<file path="src/rtl/timer_pkg.sv">
// Shared encodings for the timer block: clock-source select values and default
// prescaler divider width.
package timer_pkg;

   localparam int DIV_W_DEF = 4;

   localparam logic [2:0] CKS_STOP     = 3'd0;
   localparam logic [2:0] CKS_DIV2     = 3'd1;
   localparam logic [2:0] CKS_DIV4     = 3'd2;
   localparam logic [2:0] CKS_DIV8     = 3'd3;
   localparam logic [2:0] CKS_DIV16    = 3'd4;
   localparam logic [2:0] CKS_EXT_RISE = 3'd5;
   localparam logic [2:0] CKS_EXT_FALL = 3'd6;
   localparam logic [2:0] CKS_RSVD     = 3'd7;

endpackage

</file>
<file path="src/rtl/timer_prescaler_edge_sync.sv">
// Multi-flop synchroniser for an asynchronous pin, plus one history flop so
// that single-cycle rise/fall strobes can be taken from the settled samples.
module edge_sync #(
   parameter int SYNC_STAGES = 2
) (
   input  logic clk_i,
   input  logic rst_ni,
   input  logic async_i,
   output logic rise_o,
   output logic fall_o
);

   logic [SYNC_STAGES:0] sync_q;

   always_ff @(posedge clk_i) begin
      if (!rst_ni) begin
         sync_q <= '0;
      end else begin
         sync_q <= {sync_q[SYNC_STAGES-1:0], async_i};
      end
   end

   // Bit SYNC_STAGES-1 is the first metastability-safe sample; the top bit is its history.
   assign rise_o =  sync_q[SYNC_STAGES-1] & ~sync_q[SYNC_STAGES];
   assign fall_o = ~sync_q[SYNC_STAGES-1] &  sync_q[SYNC_STAGES];

endmodule

</file>
<file path="src/rtl/timer_prescaler.sv">
// Clock-enable generator for the 8-bit timer counter: registered one-cycle
// pulses every 2/4/8/16 cycles or on a synchronised external edge.
module timer_prescaler
   import timer_pkg::*;
#(
   parameter int DIV_W       = DIV_W_DEF,
   parameter int SYNC_STAGES = 2
) (
   input  logic             clk,
   input  logic             rst_n,
   input  logic             en,
   input  logic [2:0]       cks,
   input  logic             ext_clk,
   output logic             clk_ena,
   output logic [DIV_W-1:0] div_cnt
);

   logic [2:0]       cks_q;
   logic [DIV_W-1:0] div_q, div_d;
   logic [DIV_W-1:0] div_d1_q, div_d1_d;
   logic             clk_ena_q, clk_ena_d;
   logic             ext_rise, ext_fall;
   logic             src_chg;
   logic [1:0]       bit_sel;

   edge_sync #(
      .SYNC_STAGES (SYNC_STAGES)
   ) u_ext_sync (
      .clk_i   (clk),
      .rst_ni  (rst_n),
      .async_i (ext_clk),
      .rise_o  (ext_rise),
      .fall_o  (ext_fall)
   );

   assign src_chg = (cks != cks_q);
   assign bit_sel = cks[1:0] - 2'd1;

   // A source change behaves like a fresh enable: the divider restarts from zero.
   always_comb begin
      div_d     = '0;
      div_d1_d  = '0;
      clk_ena_d = 1'b0;
      if (en && !src_chg) begin
         case (cks)
            CKS_DIV2, CKS_DIV4, CKS_DIV8, CKS_DIV16: begin
               div_d     = div_q + 1'b1;
               div_d1_d  = div_q;
               clk_ena_d = div_q[bit_sel] & ~div_d1_q[bit_sel];
            end
            CKS_EXT_RISE: clk_ena_d = ext_rise;
            CKS_EXT_FALL: clk_ena_d = ext_fall;
            default:      clk_ena_d = 1'b0;
         endcase
      end
   end

   always_ff @(posedge clk) begin
      if (!rst_n) begin
         cks_q     <= CKS_STOP;
         div_q     <= '0;
         div_d1_q  <= '0;
         clk_ena_q <= 1'b0;
      end else begin
         cks_q     <= cks;
         div_q     <= div_d;
         div_d1_q  <= div_d1_d;
         clk_ena_q <= clk_ena_d;
      end
   end

   assign clk_ena = clk_ena_q;
   assign div_cnt = div_q;

endmodule
</file>
<file path="config.mk">
export PLATFORM = sky130hd
export DESIGN_NAME = timer_prescaler
export DESIGN_NICKNAME = d
export VERILOG_FILES = /design/src/rtl/timer_pkg.sv /design/src/rtl/timer_prescaler_edge_sync.sv /design/src/rtl/timer_prescaler.sv
export SDC_FILE = /design/constraint.sdc
export NUM_CORES = 1
export LEC_CHECK = 0
export BUFFER_PORTS_ARGS = -buffer_cell sky130_fd_sc_hd__buf_2
export CELL_PAD_IN_SITES_DETAIL_PLACEMENT = 1
export CELL_PAD_IN_SITES_GLOBAL_PLACEMENT = 1
export CORE_ASPECT_RATIO = 0.9
export CORE_MARGIN = 2
export CORE_UTILIZATION = 41
export DETAILED_ROUTE_END_ITERATION = 16
export PLACE_DENSITY_LB_ADDON = 0.1
export RECOVER_POWER = 100
export SLEW_MARGIN = 20
export SYNTH_ARGS = -nofsm -noshare
export SYNTH_HDL_FRONTEND = slang
export SYNTH_SLANG_ARGS = --single-unit
export TNS_END_PERCENT = 30
</file>
<file path="constraint.sdc">
create_clock -name clk -period 1.55 [get_ports clk]
set_input_delay 0.0775 -clock clk [delete_from_list [all_inputs] [get_ports clk]]
set_output_delay 0.0775 -clock clk [all_outputs]
set_load 0.005 [all_outputs]
</file>
== Word-level counts from Yosys, hierarchy flattened ==
Cells that the tools add are included.

* Bits in registers: 15
* Input bits: 7
* Output and inout bits: 5
* Word-level logic and storage cells: 31

* Add/subtract/negate cells: 2
* Order comparisons: 1
* Eq/ne operators: 7
* Mux-type cells: 5
* Bitwise operators: 6
* Reduce and logical (&&, ||, !) cells: 5

{| class="wikitable"
|+ Operators by type and width
! operator !! count
|-
| equality test 3 bit (second input constant) || 3
|-
| equality test 3 x 2 -> 1 bit (second input constant) || 2
|-
| adder 4 x 1 -> 4 bit (second input constant) || 1
|-
| binary-select mux 1 bit (select 2 bit) || 2
|-
| OR reduction 4 bit || 1
|-
| AND 1 bit || 3
|-
| equality test 3 x 1 -> 1 bit (second input constant) || 1
|-
| < comparator 2 x 3 -> 1 bit (second input constant) || 1
|-
| != test 3 bit || 1
|-
| NOT 1 bit || 3
|-
| case mux 1 bit (3 select lines) || 1
|-
| AND reduction 3 bit || 1
|-
| 2-to-1 mux 1 bit || 2
|-
| AND reduction 2 bit || 1
|-
| subtractor 2 x 1 -> 2 bit (second input constant) || 1
|-
| logical AND 1 bit || 1
|-
| logical NOT 1 bit || 1
|}

== Longest topological paths before layout ==
Gate-level depths: netlist of the first run.

* Depth in word-level cells: 6
* Mapped depth: 6
* Gate-level depth less buffers: 6

== Modules after synthesis ==
A second synthesis of the first run with hierarchy kept.

* Cell total of the unflattened synthesis: 57
* Area total of the unflattened synthesis: 613.1 um^2

{| class="wikitable"
|+ Modules (own cells, without submodules)
! module !! times used !! cells an instance !! area each (um^2) !! seq. area each (um^2)
|-
| timer_prescaler || 1 || 49 || 521.8 || 240.2
|-
| edge_sync || 1 || 8 || 91.3 || 60.1
|}

== Least setup slack after synthesis of the first run ==
Ideal clock, no wire load.

* Path kind: register -> register
* Start: reg div_q[3], in the netlist div_cnt[3]
* End: reg clk_ena_q, in the netlist clk_ena
* Setup time: 0.116 ns
* Arrival: 0.949 ns
* Required time: 1.434 ns
* Setup slack: 0.485 ns
* Cell stages (with the launch flop): 5
* Buffers on the path: 0
* Clock period less this slack: 1.065 ns
* Path through: dfxtp_1 -> nor3b_1 -> a311o_1 -> a31oi_1 -> nor2_1

* Cells in the longest elaborated chain, start to end: 4

{| class="wikitable"
|+ RTL lines
! item !! line !! source
|-
| start: declaration || timer_prescaler.sv:19 || <nowiki>logic [DIV_W-1:0] div_q, div_d;</nowiki>
|-
| start signal: assignment || timer_prescaler.sv:66 || <nowiki>div_q <= div_d;</nowiki>
|-
| binary-select mux 1 bit (select 2 bit) || timer_prescaler.sv:49 || <nowiki>clk_ena_d = div_q[bit_sel] & ~div_d1_q[bit_sel];</nowiki>
|-
| 2-to-1 mux 1 bit (not written as such) || timer_prescaler.sv:49 ||
|-
| AND 1 bit || timer_prescaler.sv:49 ||
|-
| case mux 1 bit (3 select lines) || timer_prescaler.sv:45 || <nowiki>case (cks)</nowiki>
|-
| end signal: assignment || timer_prescaler.sv:68 || <nowiki>clk_ena_q <= clk_ena_d;</nowiki>
|-
| end: declaration || timer_prescaler.sv:21 || <nowiki>logic clk_ena_q, clk_ena_d;</nowiki>
|}

Every way passes these cells. The select of a mux whose other input is x is not followed.
A chain may end at the register's enable or synchronous reset.

== Worst setup path in the final report of the first run ==
Ends and elaborated chain as after synthesis.

==> results of run 1 <==
==> per-layer routing <==
metal | GRT usage (%) | part of all wire, % | vias up
met2 | 17.8 | 40 | 9
met4 | 11.4 | 1.1 | 0
met1 | 20.3 | 54 | 185
met5 | 0 | 0 | -
met3 | 5.41 | 5.0 | 2
li1 | - | - | 225
==> how the worst max path moves through the flow <==
stage / depth (start not counted) / to / from
2_1_floorplan: 4 / clk_ena / div_cnt[3]
3_3_place_gp: 7 / div_d1_q[2] / cks[0]
3_5_place_dp: 7 / div_d1_q[3] / cks[0]
4_1_cts: 3 / div_d1_q[1] / cks_q[2]
5_1_grt: 3 / div_cnt[1] / cks_q[2]
6_report: 4 / clk_ena / div_cnt[3]
==> worst max-delay path: stages, from the launching register on <==
cell	delay, ns
dfxtp_1	0.34
nor3b_1	0.14
a311o_1	0.32
a31oi_1	0.16
nor2_1	0.05
==> kinds of logic (layout without fill, tap and decap cells) <==
logic type,Yosys count,in the layout
flops,15,15
simple gates,25,25
buf+inv,4,20
compound gates,5,5
fa+ha+maj,5,5
xor+xnor,4,4
==> placed cells by master, fill, tap and decap left out <==
master,instances
clkbuf_4,3
buf_2,7
nand2_1,1
nor2b_2,1
inv_1,4
a31oi_1,1
clkbuf_1,5
and2_0,3
and2b_1,1
nand3_1,2
and2_2,1
a21oi_1,1
nand4_1,1
dfxtp_1,15
ha_1,5
o311ai_0,1
xnor2_1,3
nor2_1,1
a311o_1,1
o31ai_1,1
nor3_1,1
dlygate4sd3_1,1
and2_1,9
xor2_1,1
nor3b_1,1
nand3b_1,3
==> registers in the layout, indices dropped and copies added, names as in the netlist <==
register,cells
clk_ena,1
u_ext_sync.sync_q,3
div_cnt,4
div_d1_q,4
cks_q,3
==> stage by stage <==
step / instances / util (%) / setup WS (ns)
3_3_place_gp: 84 / 48.2 / 0.241
3_5_place_dp: 84 / 48.2 / 0.204
6_report: 89 / 50.4 / 0.429
4_1_cts: 89 / 50.8 / 0.416
5_1_grt: 89 / 50.4 / 0.245
2_1_floorplan: 58 / - / 0.485
==> area by class of cell <==
class	instances	area [um^2]	share of cell area, %
inverter	4	15.0	2.11
timing repair buffer	12	60.1	8.42
sequential	15	300	42.1
multi-input combinational	39	293	41.1
tap	15	18.8	2.63
clock buffer	4	26.3	3.68
==> report_power, final <==
group	internal (mW)	switching [mW]
sequential	0.393	0.00414
clock	0.0996	0.113
combinational	0.0245	0.0233
==> what timing repair did <==
action | CTS | global route
setup buffers | 0 | 0
hold buffers | 1 | 0
hold endpoints to repair | 1 | 0
==> run summary, run 1 <==
# clock sinks: 15
Max-slew headroom: 80.2%
count leader, synth: dfxtp_1
number of flops mapped to enable cells by yosys: 0
Vias: 421
Hold Crit Start: cks[2]
Final Power: 658 uW
Clock Tree Root: clkbuf_4
worst r2r src: div_cnt[3]
Startpoint Class: flip-flop
Post-DP Area: 682 um^2
starting density of the core: 43.0%
critical setup path kind: reg -> reg
Routed Antenna Nets: 0
first-pass GRT wire length: 1700 um
simple-gate share of the synthesized area: 25.9%
sequential element share of the synthesized area: 49.4%
Slew @ Worst Pin: 0.293 ns
fmax: 0.892 GHz
Final setup viols: 0
main combinational cell family by area after synthesis: simple AND/OR/NAND/NOR gates
status: finished, final reports clean
asr flop ratio synth: 0%
antenna fix cells: 0
WL final: 1030 um
Yosys cell types: 21
Post-Synth XOR/XNOR Area: 5.76%
peak fanout along the critical path: 4
part of the cycle the worst path needs: 72.4%
min-delay worst type: in -> reg
RSZ-0062 raised after global routing: no
Final HPWL DP: 814 um
top-area cell type share of the netlist area: 49.4%
proportion of synthesized area in mux cells: 0%
initial antenna violation count: 0
hold depth: 2
Post-CTS Resized: 0
total global routing overflow: 0
r2r worst-path depth: 4
Core ar.: 0.00142 mm^2
Reg2Reg Setup Slack: 0.43 ns
WL/cell: 11.5 um
total CTS buffers: 3
FF+latch count, synth: 15
chip width: 44.6 um
vias in the first global route: 375
Pwr Density: 922 mW/mm^2
Synth area leaders: dfxtp_1 49%, and2_1 12%, ha_1 10%, xnor2_1 4.3%, nand3b_1 3.7%
fin crit period: 1.12 ns
Synth Cell Area: 608 um^2
H-tree depth: 1
setup TNS: 0 ns
Worst Path Required: 1.72 ns
layout cell share with drive strength beyond 1: 16.2%
total global-route track usage: 14.7%
Crit. End Element: flip-flop
fillers: 174
Post-route DRC: 0
hold path endpoint: cks_q[2]
MaxCap Viol Count: 0
Yosys top cell by area: dfxtp_1
final hold slack: 0.0497 ns
peak supply drop: 395 uV
Pre-antenna DRT Iters: 4
crit path DAT: 1.29 ns
Post-Layout Inst Area: 713 um^2
gpl congestion: 0.699
clk slew on worst S/H paths: 0.08 ns
CTS Buffer Depth: 2
pin count of the biggest net entering global routing: 10
fraction of the mapped netlist area in adder cells: 10.3%
commonest cells in the synthesized netlist: 15 x dfxtp_1, 12 x and2_1, 5 x ha_1
r2r endpoint: clk_ena
full die area: 0.00181 mm^2
compound-gate portion of the synthesized area: 6.17%
max-slew violations: 0
syn_area_per_cell: 10.5 um^2
number of port buffers: 11
Final Hold Viols: 0
routed vias/inst: 4.73
CTS tree: yes
IO Count: 12
Clock Skews: 0.00188 ns
Leak: 0.305 nW
Synth-to-Final Area Change: 17.3%
Final #Nets: 87
Syn. warnings: 0
Gate Count Post-Synth: 58
Post-Synthesis Net Count: 70
Clk Latency, worst-skew pair: 0.27 ns
FP Rows: 13
ys flop type: dfxtp_1
Vert. Die Dim: 40.5 um
DR iter-0 viols: 2
No activity file was read; power rests on OpenSTA's default activity.
==> inputs of run 2 (changes only) <==
ABC_AREA = 1   (was not set)
CORE_UTILIZATION = 33   (was 41)
clock period = 1 ns   (was 1.55 ns; I/O delays follow)
==> run 2 against run 1 <==
Combinational power grew 150%. Clock skew grew 0.0041 ns. Design area grew 24%. Critical endpoint is now div_cnt[2]. Global-route usage grew 1.0 points.
==> run summary, run 2 <==
status: finished, final reports clean (unchanged)
compound-gate portion of the synthesized area: 2.66% (was 6.17%)
final hold slack: 0.0915 ns (was 0.0497 ns)
Pwr Density: 1250 mW/mm^2 (was 922 mW/mm^2)
total global-route track usage: 15.7% (was 14.7%)
Post-CTS Setup Bufs: 0 (unchanged)
Yosys top cell by area: dfxtp_1 (unchanged)
Gate Count Post-Synth: 90 (was 58)
commonest non-fill, non-tap cell in the layout: nand2_1 (was dfxtp_1)
Post-Synthesis Net Count: 102 (was 70)
vias in the first global route: 577 (was 375)
Yosys cell types: 14 (was 21)
Final Power: 1.11 mW (was 658 uW)
IO Count: 12 (unchanged)
count leader, synth: nand2_1 (was dfxtp_1)
peak fanout along the critical path: 6 (was 4)
CTS tree: yes (unchanged)
Worst path slowest cell: dfxtp_1 (unchanged)
Final #Nets: 126 (was 87)
total global routing overflow: 0 (unchanged)
antenna fix cells: 0 (unchanged)
worst path cell trace: ha_1 -> xnor2_1 -> nor2_4 (was nor3b_1 -> a311o_1 -> a31oi_1 -> nor2_1)
simple-gate share of the synthesized area: 27.7% (was 25.9%)
ys flop type: dfxtp_1 (unchanged)
Worst Path Required: 1.19 ns (was 1.72 ns)
WL final: 1470 um (was 1030 um)
Clock Tree Root: clkbuf_4 (unchanged)
H-tree depth: 1 (unchanged)
Final Core Density: 46.7% (was 50.4%)
Post-DP Area: 791 um^2 (was 682 um^2)
critical setup path kind: reg -> reg (unchanged)
dpl ws: -0.127 ns (was 0.204 ns)
routed vias/inst: 4.31 (was 4.73)
full die area: 0.00237 mm^2 (was 0.00181 mm^2)
part of the cycle the worst path needs: 98.8% (was 72.4%)
sequential element share of the synthesized area: 45.5% (was 49.4%)
Vert. Die Dim: 46.4 um (was 40.5 um)
syn_area_per_cell: 7.33 um^2 (was 10.5 um^2)
Core ar.: 0.00190 mm^2 (was 0.00142 mm^2)
WL/cell: 10.6 um (was 11.5 um)
post-route setup slack: 0.0120 ns (was 0.429 ns)
proportion of synthesized area in mux cells: 0% (unchanged)
gpl congestion: 0.719 (was 0.699)
Clock Skews: 0.00595 ns (was 0.00188 ns)
fmax: 1.01 GHz (was 0.892 GHz)
Final setup viols: 0 (unchanged)
RSZ-0062 raised after global routing: yes (was no)
clk slew on worst S/H paths: 0.10 ns (was 0.08 ns)
FP Rows: 15 (was 13)
Crit. End Element: flip-flop (unchanged)
Final HPWL DP: 1120 um (was 814 um)
Slew @ Worst Pin: 0.293 ns (about the same)
DR iter-0 viols: 4 (was 2)
fraction of the mapped netlist area in adder cells: 9.49% (was 10.3%)
pin count of the biggest net entering global routing: 11 (was 10)
first-pass GRT wire length: 2640 um (was 1700 um)
layout cell share with drive strength beyond 1: 33.6% (was 16.2%)
placed insts: 132 (was 84)
FF+latch count, synth: 15 (unchanged)
CP max stage delay: 0.37 ns (was 0.34 ns)
Syn. warnings: 0 (unchanged)
initial antenna violation count: 0 (unchanged)
commonest cells in the synthesized netlist: 22 x nand2_1, 20 x inv_1, 15 x dfxtp_1 (was 15 x dfxtp_1, 12 x and2_1, 5 x ha_1)
fin cells: 138 (was 89)
number of flops mapped to enable cells by yosys: 0 (unchanged)
Synth Cell Area: 659 um^2 (was 608 um^2)
# clock sinks: 15 (unchanged)
main combinational cell family by area after synthesis: simple AND/OR/NAND/NOR gates (unchanged)
peak supply drop: 811 uV (was 395 uV)
MaxCap Viol Count: 0 (unchanged)
total CTS buffers: 3 (unchanged)
Worst Path Buf+Inv: 0 (unchanged)
starting density of the core: 34.8% (was 43.0%)
setup TNS: 0 ns (unchanged)
asr flop ratio synth: 0% (unchanged)
top-area cell type share of the netlist area: 45.5% (was 49.4%)
Synth-to-Final Area Change: 34.3% (was 17.3%)
number of port buffers: 11 (unchanged)
Final Hold Viols: 0 (unchanged)
Max-slew headroom: 80.5% (was 80.2%)
Synth area leaders: dfxtp_1 46%, nand2_1 13%, inv_1 11%, ha_1 9.5%, nor2_1 6.8% (was dfxtp_1 49%, and2_1 12%, ha_1 10%, xnor2_1 4.3%, nand3b_1 3.7%)
Crit path max-delay family: flip-flops (was compound AO/OA/AOI/OAI gates)
Post-Layout Inst Area: 886 um^2 (was 713 um^2)
max-slew violations: 0 (unchanged)
Vias: 595 (was 421)
chip width: 51.1 um (was 44.6 um)
Post-Synth XOR/XNOR Area: 2.66% (was 5.76%)
most frequent cells in the layout: 19 x nand2_1, 17 x inv_1, 12 x dfxtp_1 (was 15 x dfxtp_1, 9 x and2_1, 7 x buf_2)
Leak: 0.446 nW (was 0.305 nW)
Routed Antenna Nets: 0 (unchanged)
crit path DAT: 1.18 ns (was 1.29 ns)
Clk Latency, worst-skew pair: 0.29 ns (was 0.27 ns)
fin crit period: 0.988 ns (was 1.12 ns)
Startpoint Class: flip-flop (unchanged)
Pre-antenna DRT Iters: 3 (was 4)
CTS Buffer Depth: 2 (unchanged)
Post-route DRC: 0 (unchanged)
min-delay worst type: in -> reg (unchanged)
run 2: per-layer routing:
metal / vias up / wire length, um / global-route usage [%] / share of wire [%]
li1: 309 / - / - / -
met3: 2 / 63 / 5.84 / 4.3
met5: - / 0 / 0 / 0
met2: 9 / 712 / 25.5 / 49
met4: 0 / 12 / 6.49 / 0.82
met1: 275 / 677 / 19.0 / 46
run 2: logic make-up (layout without fill, tap and decap cells):
kind of cell / count (synthesis) / count (layout)
flip-flops: 15 / 15
XOR/XNOR: 2 / 2
AND/OR/NAND/NOR: 44 / 44
buffers and inverters: 21 / 44
adder cells (fa/ha/maj): 5 / 5
AO/OA/AOI/OAI: 3 / 3
run 2: timing repair:
item,4_1_cts,5_1_grt
hold buffers,2,0
endpoints found under the setup margin,8,10
gates resized for setup,10,10
hold endpoints to repair,2,0
pin swaps,3,4
run 2: final timing paths:
| kind | startpoint | depth (start not counted) | end | slack (ns) |
|---|---|---|---|---|
| worst max-delay path | div_cnt[0] | 3 | div_cnt[2] | 0.01 |
| worst min-delay path | rst_n | 4 | cks_q[1] | 0.09 |
| worst max register to register | div_cnt[0] | 3 | div_cnt[2] | 0.01 |
| worst min register to register | u_ext_sync.sync_q[0] | 2 | u_ext_sync.sync_q[1] | 0.44 |
run 2: where the power goes:
part           switching, mW  total, mW  internal (mW)
clock                  0.217      0.370          0.152
combinational         0.0663      0.119         0.0529
sequential           0.00828      0.619          0.610
total                  0.292       1.11          0.816
run 2: area by class of cell:
type	count	area [um^2]
fill	256	1010
multi-input combinational	54	324
sequential	15	304
timing repair buffer	19	118
inverter	21	78.8
tap	25	31.3
clock buffer	3	22.5
clock inverter	1	7.51
run 2: worst min-delay path, cell delays in order:
cell	delay (ns)
buf_2	0.09
buf_4	0.13
nand2_1	0.05
inv_1	0.04
